## src/rtl/pktunit_axis_arbiter.sv

```systemverilog
// Round-robin, packet-locked arbiter merging NUM_SRC packet-unit streams onto one sink.
// Optional per-source packet counters are enabled by defining PKTUNIT_ARB_PKT_CNT_EN.
module pktunit_axis_arbiter #(
   parameter int DATA_BYTES = 8,
   parameter int NUM_SRC    = 2
) (
   input  logic                                clk,
   input  logic                                rst_n,
   input  logic [NUM_SRC*DATA_BYTES*8-1:0]     s_data_d,
   input  logic [NUM_SRC-1:0]                  s_data_v,
   input  logic [NUM_SRC-1:0]                  s_flags_v,
   input  logic [NUM_SRC-1:0]                  s_eop_v,
   input  logic [NUM_SRC*8-1:0]                s_flags_d,
   input  logic [NUM_SRC*(DATA_BYTES+1)-1:0]   s_eop_d,
   output logic [NUM_SRC-1:0]                  s_data_r,
   output logic [NUM_SRC-1:0]                  s_flags_r,
   output logic [NUM_SRC-1:0]                  s_eop_r,
   output logic [DATA_BYTES*8-1:0]             m_data_d,
   output logic [7:0]                          m_flags_d,
   output logic [DATA_BYTES:0]                 m_eop_d,
   output logic                                m_data_v,
   output logic                                m_flags_v,
   output logic                                m_eop_v,
   input  logic                                m_data_r,
   input  logic                                m_flags_r,
   input  logic                                m_eop_r,
   output logic [1:0]                          grant,
   output logic                                busy,
   output logic [NUM_SRC*16-1:0]               pkt_cnt
);

   // state | meaning
   // IDLE  | no packet owned; arbitrate among joint-valid requesters
   // BUSY  | packet owned by source 'grant' until its eop beat transfers

   localparam int DW = DATA_BYTES * 8;
   localparam int EW = DATA_BYTES + 1;

   typedef enum logic {IDLE, BUSY} state_t;

   state_t     state;
   logic [1:0] last_grant;
   logic [1:0] nxt_grant;
   logic [2:0] cand;
   logic [3:0] req;
   logic       sink_rdy;
   logic       xfer;
   logic       eop_beat;

   assign req      = 4'(s_data_v & s_flags_v & s_eop_v);
   assign sink_rdy = m_data_r & m_flags_r & m_eop_r;
   assign xfer     = busy & req[grant] & sink_rdy;
   assign eop_beat = |m_eop_d;

   // Walk candidates from farthest to nearest so the nearest requester after last_grant wins.
   always_comb begin
      nxt_grant = '0;
      cand      = '0;
      for (int k = NUM_SRC; k >= 1; k--) begin
         cand = {1'b0, last_grant} + 3'(k);
         if (cand >= 3'(NUM_SRC))
            cand = cand - 3'(NUM_SRC);
         if (req[cand[1:0]])
            nxt_grant = cand[1:0];
      end
   end

   always_comb begin
      m_data_d  = '0;
      m_flags_d = '0;
      m_eop_d   = '0;
      s_data_r  = '0;
      for (int i = 0; i < NUM_SRC; i++) begin
         if (busy && grant == 2'(i)) begin
            m_data_d    = s_data_d[i*DW +: DW];
            m_flags_d   = s_flags_d[i*8 +: 8];
            m_eop_d     = s_eop_d[i*EW +: EW];
            s_data_r[i] = sink_rdy;
         end
      end
   end

   assign s_flags_r = s_data_r;
   assign s_eop_r   = s_data_r;
   assign m_data_v  = busy & req[grant];
   assign m_flags_v = m_data_v;
   assign m_eop_v   = m_data_v;

   always_ff @(posedge clk or negedge rst_n) begin
      if (!rst_n) begin
         state      <= IDLE;
         busy       <= 1'b0;
         grant      <= '0;
         last_grant <= 2'(NUM_SRC - 1);
      end else begin
         case (state)
            IDLE: begin
               if (|req) begin
                  grant <= nxt_grant;
                  state <= BUSY;
                  busy  <= 1'b1;
               end
            end
            BUSY: begin
               if (xfer && eop_beat) begin
                  last_grant <= grant;
                  state      <= IDLE;
                  busy       <= 1'b0;
               end
            end
            default: begin
               state <= IDLE;
               busy  <= 1'b0;
            end
         endcase
      end
   end

`ifdef PKTUNIT_ARB_PKT_CNT_EN
   logic [15:0] cnt_q [NUM_SRC];

   always_ff @(posedge clk or negedge rst_n) begin
      if (!rst_n) begin
         for (int i = 0; i < NUM_SRC; i++)
            cnt_q[i] <= '0;
      end else if (xfer && eop_beat) begin
         for (int i = 0; i < NUM_SRC; i++)
            if (grant == 2'(i) && cnt_q[i] != 16'hFFFF)
               cnt_q[i] <= cnt_q[i] + 16'd1;
      end
   end

   always_comb begin
      pkt_cnt = '0;
      for (int i = 0; i < NUM_SRC; i++)
         pkt_cnt[i*16 +: 16] = cnt_q[i];
   end
`else
   assign pkt_cnt = '0;
`endif

endmodule

```

## config.mk

```make
export PLATFORM = sky130hd
export DESIGN_NAME = pktunit_axis_arbiter
export DESIGN_NICKNAME = d
export VERILOG_FILES = /design/src/rtl/pktunit_axis_arbiter.sv
export SDC_FILE = /design/constraint.sdc
export NUM_CORES = 1
export LEC_CHECK = 0
export CORE_AREA = 2 2 116 118
export DETAILED_ROUTE_END_ITERATION = 10
export DIE_AREA = 0 0 118 120
export GPL_TIMING_DRIVEN = 0
export SLEW_MARGIN = 25
export SYNTH_ARGS = -nofsm -noshare
export SYNTH_HDL_FRONTEND = slang
export SYNTH_SLANG_ARGS = --single-unit
export TNS_END_PERCENT = 20
```

## constraint.sdc

```tcl
create_clock -name clk -period 1.8 [get_ports clk]
set_input_delay 0.36 -clock clk [delete_from_list [all_inputs] [get_ports clk]]
set_output_delay 0.36 -clock clk [all_outputs]
set_load 0.02 [all_outputs]
```

==> reports/summary.txt, run 1 <==
Worst Skew: 0.00201 ns
First-pass GRT wire length: 16000 µm
Internal: 2.39 mW
Syn Area/Cell: 7.32 µm²
Clk pwr share: 8.5%
Detail Route Antenna Nets: 0
Slowest Stage Delay on Critical Path: 0.42 ns
Largest net degree at the start of global routing: 11
Post-DP HPWL: 8930 µm
Die height: 120 µm
GRT Overall Usage: 14.1%
Number of global-route vias before repair: 2826
Final Hold Viols: 0
Initial antenna violation count: 0
Routed WL per cell: 14.6 µm
FMAX: 523 MHz
Row Count: 42
Pre-antenna DRT Iters: 4
RSZ-0062 raised after global routing: yes
Grt total ovfl: 0
Antenna diode count: 0
CP Capture Type: output port
Port Buffer Count: 265
Num CTS Buffers: 3
Unique masters post-synth: 27
WP data arrival: 1.55 ns
Final min period: 1.91 ns
Crit share post-route: 106%
Max-slew violations: 0
Final wirelength: 10900 µm
Fraction of registers with async set/reset: 100%
Htree depth: 1
Vias/cell: 3.85
CP Cell Sequence: buf_12 -> buf_12 -> buf_16 -> nor3_4 -> buf_6 -> buf_6
Post-synth top flop: dfrtp_1
Sequential power share: 4.1%
CTS tree: done
Power per Cell Area: 808 nW/µm²
Layout area overhead: 189%
# setup viols final: 60
Die Area: 14200 µm²
Worst-path fanout max: 7
Post-Syn Instances: 254
Final Wtd Congestion: 0.855
Drt first-iter violations: 36
Starting Density: 14.3%
Worst Path Required: 1.44 ns
Logic pwr share: 87.4%
DIE WIDTH: 118 µm
Sequential area share after synthesis: 8.15%
Residual DRC: 0
CP Class: reg2out
Clk slew on worst S/H paths: 0.03 ns
Worst hold path class: in2async
Sw frac: 44.7%
FF-to-FF Start: grant[0]
Seq cells post-synth: 6
Hold Slack: 0.371 ns
Max-cap violations: 0
Synthesized area: 1860 µm²
Area after DPL: 4940 µm²
CTS sink cnt: 6
Final Instance Area: 5360 µm²
CTS Buffer Depth: 2
Ys Warns: 0
Post-synth EDFFs: 0
Worst VDD drop: 0.572 mV
Clk Latency, worst-skew pair: 0.23 ns
Startpoint types: flip-flop
Leakage power: 2.73 nW
Final setup margin: -0.113 ns
Final layout net count: 743
Share of cells above drive strength 1: 36.7%
Routed vias: 2866
Clock root buffer: clkbuf_16
Net Switching: 1.94 mW
Core Region: 13000 µm²
Status: finished, violations left
CP startpoint: grant[0]
IO Count: 298
Violated checks: setup timing
Worst path slowest cell: dfrtp_2
## critical path, delay by kind of cell, from the launching register on
family | cells | cell delay (ns)
buffers and inverters | 5 | 0.65
and+or+nand+nor | 1 | 0.24
DFF | 1 | 0.42
## cell families (layout without fill, tap and decap cells)
kind of cell           after synthesis  in the layout  synth area share, %
muxes                               82             82                 44.2
other                                1             32                0.202
AOI/OAI and AO/OA                   11             11                 5.12
and+or+nand+nor                     94             94                 21.1
DFF                                  6              6                 8.15
buffers and inverters               60            344                 21.1
## cells in the final DEF (no fill, tap or decap), drive strengths merged, types with 2 or more instances in the layout
| master | Yosys | final |
|---|---|---|
| buf | 50 | 157 |
| dlymetal6s2s | 0 | 4 |
| and3 | 2 | 2 |
| a21oi | 4 | 4 |
| inv | 2 | 2 |
| nor3 | 2 | 2 |
| mux2i | 81 | 81 |
| nor2 | 83 | 83 |
| dfrtp | 5 | 5 |
| o21ai | 2 | 2 |
| dlygate4sd2 | 0 | 5 |
| clkbuf | 8 | 11 |
| conb | 1 | 32 |
| clkdlybuf4s50 | 0 | 165 |
| nand3 | 2 | 2 |
## cell type report
class | instances | area [µm²]
plain buffers | 53 | 559
multi-input cells | 219 | 1660
inverters | 2 | 15.0
repair buffers | 285 | 2680
clock buffers | 4 | 78.8
fillers | 1346 | 7620
well taps | 176 | 220
flip-flops and latches | 6 | 153
## per-layer routing
| metal | track usage, % | routed length [µm] | vias to the layer above |
|---|---|---|---|
| li1 | - | - | 1421 |
| met4 | 2.64 | 120 | 0 |
| met3 | 2.95 | 736 | 10 |
| met2 | 27.3 | 5880 | 135 |
| met5 | 0 | 0 | - |
| met1 | 16.0 | 4170 | 1300 |
## power by group through the flow
| stage | Sequential [mW] | Clock, mW | Combinational, mW |
|---|---|---|---|
| 2_1_floorplan | 0.188 | 0 | 1.80 |
| 3_3_place_gp | 0.174 | 0 | 3.27 |
| 3_5_place_dp | 0.174 | 0 | 3.30 |
| 4_1_cts | 0.180 | 0.377 | 3.84 |
| 5_1_grt | 0.182 | 0.386 | 4.01 |
| 6_report | 0.179 | 0.367 | 3.78 |
## repair_timing
item,CTS,global route
gates resized for setup,523,38
pin swaps,7,12
cloned,3,0
buffers inserted,16,2
hold buffers,0,0
endpoints found under the setup margin,94,89
## path summary, 6_finish.rpt
kind / endpoint / slack (ns) / cells after the start
hold / removal: busy / 0.37 / 1
setup reg to reg: busy / -0.05 / 7
min in group clk: last_grant[1] / 0.50 / 1
hold reg to reg: last_grant[1] / 0.50 / 1
setup / recovery: s_flags_r[0] / -0.11 / 6
max in group asynchronous: last_grant[0] / 1.16 / 1
## synth_stat cells (2+ instances only)
library cell | instances | share of area, %
nor2_1 | 83 | 17
mux2i_1 | 81 | 44
buf_4 | 38 | 15
buf_2 | 8 | 2.2
clkbuf_1 | 8 | 1.6
dfrtp_1 | 5 | 6.7
a21oi_1 | 4 | 1.1
and3_1 | 2 | 0.67
buf_1 | 2 | 0.40
buf_6 | 2 | 1.2
inv_1 | 2 | 0.40
nand3_1 | 2 | 0.54
nor3_1 | 2 | 0.54
o21ai_0 | 2 | 0.54
## stage by stage
| step | std cells | setup WS [ns] | utilization, % | TNS [ns] | total power [mW] |
|---|---|---|---|---|---|
| after CTS | 748 | -0.211 | 40.9 | -7.08 | 4.39 |
| after global placement | 726 | -0.731 | 38.1 | -47.40 | 3.45 |
| after detailed placement | 726 | -0.722 | 38.1 | -48.25 | 3.48 |
| after global routing | 745 | -0.187 | 41.3 | -7.70 | 4.58 |
| after floorplan | 285 | -0.0444 | - | -1.50 | 1.99 |
| final | 745 | -0.113 | 41.3 | -2.44 | 4.33 |
## flip-flops by register name, summed over array words and instances (netlist names)
name and cells:
busy 1, grant 2, last_grant 2, state 1
No activity file was read; power rests on OpenSTA's default activity.
==> inputs of run 2 (changes only) <==
GPL_TIMING_DRIVEN = not set   (was 0)
==> reports/summary.txt, run 2 (synthesized netlist as in run 1, its figures left out) <==
Final setup margin: -0.168 ns (-0.0551 ns)
Post-DP HPWL: 8110 µm (-9.2%)
Worst path slowest cell: dfrtp_4
Clock root buffer: clkbuf_16
R2R cell count: 6 (-1)
Worst hold path class: in2async
Clk slew on worst S/H paths: 0.04 ns (about the same)
Vias/cell: 3.90 (+1.3%)
Drt first-iter violations: 62 (+72%)
Reg2reg end: last_grant[0]
GRT Overall Usage: 13.3% (-0.82 points)
Pre-antenna DRT Iters: 4 (unchanged)
Worst Path Required: 1.95 ns (+0.51 ns)
Final layout net count: 695 (-6.5%)
Starting Density: 14.3% (unchanged)
Regs by FF count: grant (2), last_grant (2)
Hold Slack: 0.376 ns (+0.00568 ns)
WP data arrival: 2.12 ns (+0.57 ns)
Num CTS Buffers: 3 (unchanged)
Worst VDD drop: 0.614 mV (+7.3%)
Internal reg-to-reg setup slack: -0.17 ns (-0.12 ns)
CP Class: reg2reg
Layout area overhead: 162%
Routed WL per cell: 14.6 µm (about the same)
CP Capture Type: flip-flop
Residual DRC: 0 (unchanged)
Core Region: 13000 µm² (unchanged)
Status: finished, violations left
Violated checks: setup timing
Worst Skew: 0.00366 ns (+0.00165 ns)
Die height: 120 µm (unchanged)
First-pass GRT wire length: 15100 µm (-5.6%)
# setup viols final: 76 (+27%)
Clk Latency, worst-skew pair: 0.23 ns (about the same)
Die Area: 14200 µm² (unchanged)
Leakage power: 2.40 nW (-12%)
Initial antenna violation count: 0 (unchanged)
Final min period: 1.97 ns (+0.0551 ns)
Placed cells: 684 (-5.8%)
Row Count: 42 (unchanged)
CTS Hold Bufs: 0 (unchanged)
Crit share post-route: 109% (+3.1 points)
Grt total ovfl: 0 (unchanged)
Most frequent CP cell: buf_6
FF-to-FF Start: grant[0]
Max-cap violations: 0 (unchanged)
Detail Route Antenna Nets: 0 (unchanged)
CP Cell Sequence: buf_6 -> nand4b_4 -> buf_6 -> a2111oi_4 -> o41ai_4 -> mux2_4
Util after Layout: 37.6% (-3.8 points)
CTS Buffer Depth: 2 (unchanged)
Final Hold Viols: 0 (unchanged)
CTS tree: done
FMAX: 508 MHz (-2.8%)
Port Buffer Count: 265 (unchanged)
Commonest non-fill, non-tap cell in the layout: clkdlybuf4s50_1
Total chip power: 4.01 mW (-7.5%)
DIE WIDTH: 118 µm (unchanged)
Startpoint types: flip-flop
Max-slew violations: 0 (unchanged)
Worst-path fanout max: 6 (-1)
Final Non-Filler Cells: 697 (-6.4%)
Share of cells above drive strength 1: 28.0% (-8.7 points)
IO Count: 298 (unchanged)
RSZ-0062 raised after global routing: yes
Final wirelength: 10200 µm (-6.4%)
Largest net degree at the start of global routing: 34 (+23)
Fillers: 1375 (+2.2%)
Htree depth: 1 (unchanged)
Final Wtd Congestion: 0.810 (-5.3%)
Commonest cells after routing, fill and taps aside: 173 x clkdlybuf4s50_1, 78 x nor2_1, 74 x buf_4, 64 x mux2i_1, 32 x conb_1
Number of global-route vias before repair: 2660 (-5.9%)
CTS sink cnt: 6 (unchanged)
Slowest Stage Delay on Critical Path: 0.51 ns (+0.09 ns)
Routed vias: 2717 (-5.2%)
Total negative slack: -4.33 ns (-1.89 ns)
Power per Cell Area: 822 nW/µm² (+1.8%)
Antenna diode count: 0 (unchanged)
-- run 2: repair_timing --
action,CTS,global route
pin swaps,5,6
endpoints found under the setup margin,95,90
gates resized for setup,449,13
buffers inserted,4,1
cloned,5,0
-- run 2: routing by layer --
layer  routed length [µm]  vias to the layer above  share of wire [%]  global-route usage [%]
met5                    0                        -                  0                       0
met4                   56                        0               0.55                    2.03
met3                  726                        8                7.1                    2.80
li1                     -                     1321                  -                       -
met1                 3920                     1249                 38                    15.6
met2                 5510                      139                 54                    25.3
-- run 2: stage by stage --
| step | instance area (µm²) | setup WS, ns |
|---|---|---|
| after floorplan | 2070 | -0.0444 |
| after global placement | 4690 | -0.521 |
| after detailed placement | 4690 | -0.551 |
| after CTS | 4870 | -0.189 |
| after global routing | 4870 | -0.253 |
| final | 4870 | -0.168 |
-- run 2: report_power, final --
group | switching, mW | leakage [nW] | total, mW | internal, mW
Clock | 0.0774 | 0.0382 | 0.371 | 0.294
Combinational | 1.73 | 2.29 | 3.45 | 1.72
Sequential | 0.0270 | 0.0699 | 0.189 | 0.162
-- run 2: area by class of cell --
type / count / area [µm²] / share of cell area (%)
tap: 176 / 220 / 4.52
multi-input combinational: 219 / 1600 / 32.9
clock buffer: 4 / 78.8 / 1.62
timing repair buffer: 290 / 2810 / 57.7
sequential: 6 / 155 / 3.18
inverter: 2 / 7.51 / 0.154
-- run 2: worst max path at each step --
stage	from	to	depth (start not counted)
after global placement	m_eop_r	s_flags_r[0]	4
after detailed placement	m_eop_r	s_eop_r[0]	4
after CTS	grant[0]	last_grant[0]	6
after floorplan	grant[0]	s_eop_r[0]	6
final	grant[0]	last_grant[0]	6
after global routing	grant[0]	last_grant[0]	6
-- run 2: critical path, delay by kind of cell, from the launching register on --
family                 cells  cell delay (ns)
buffers and inverters      2             0.28
AND/OR/NAND/NOR            1             0.18
AO/OA/AOI/OAI              2             0.60
flip-flops                 1             0.51
multiplexers               1             0.32
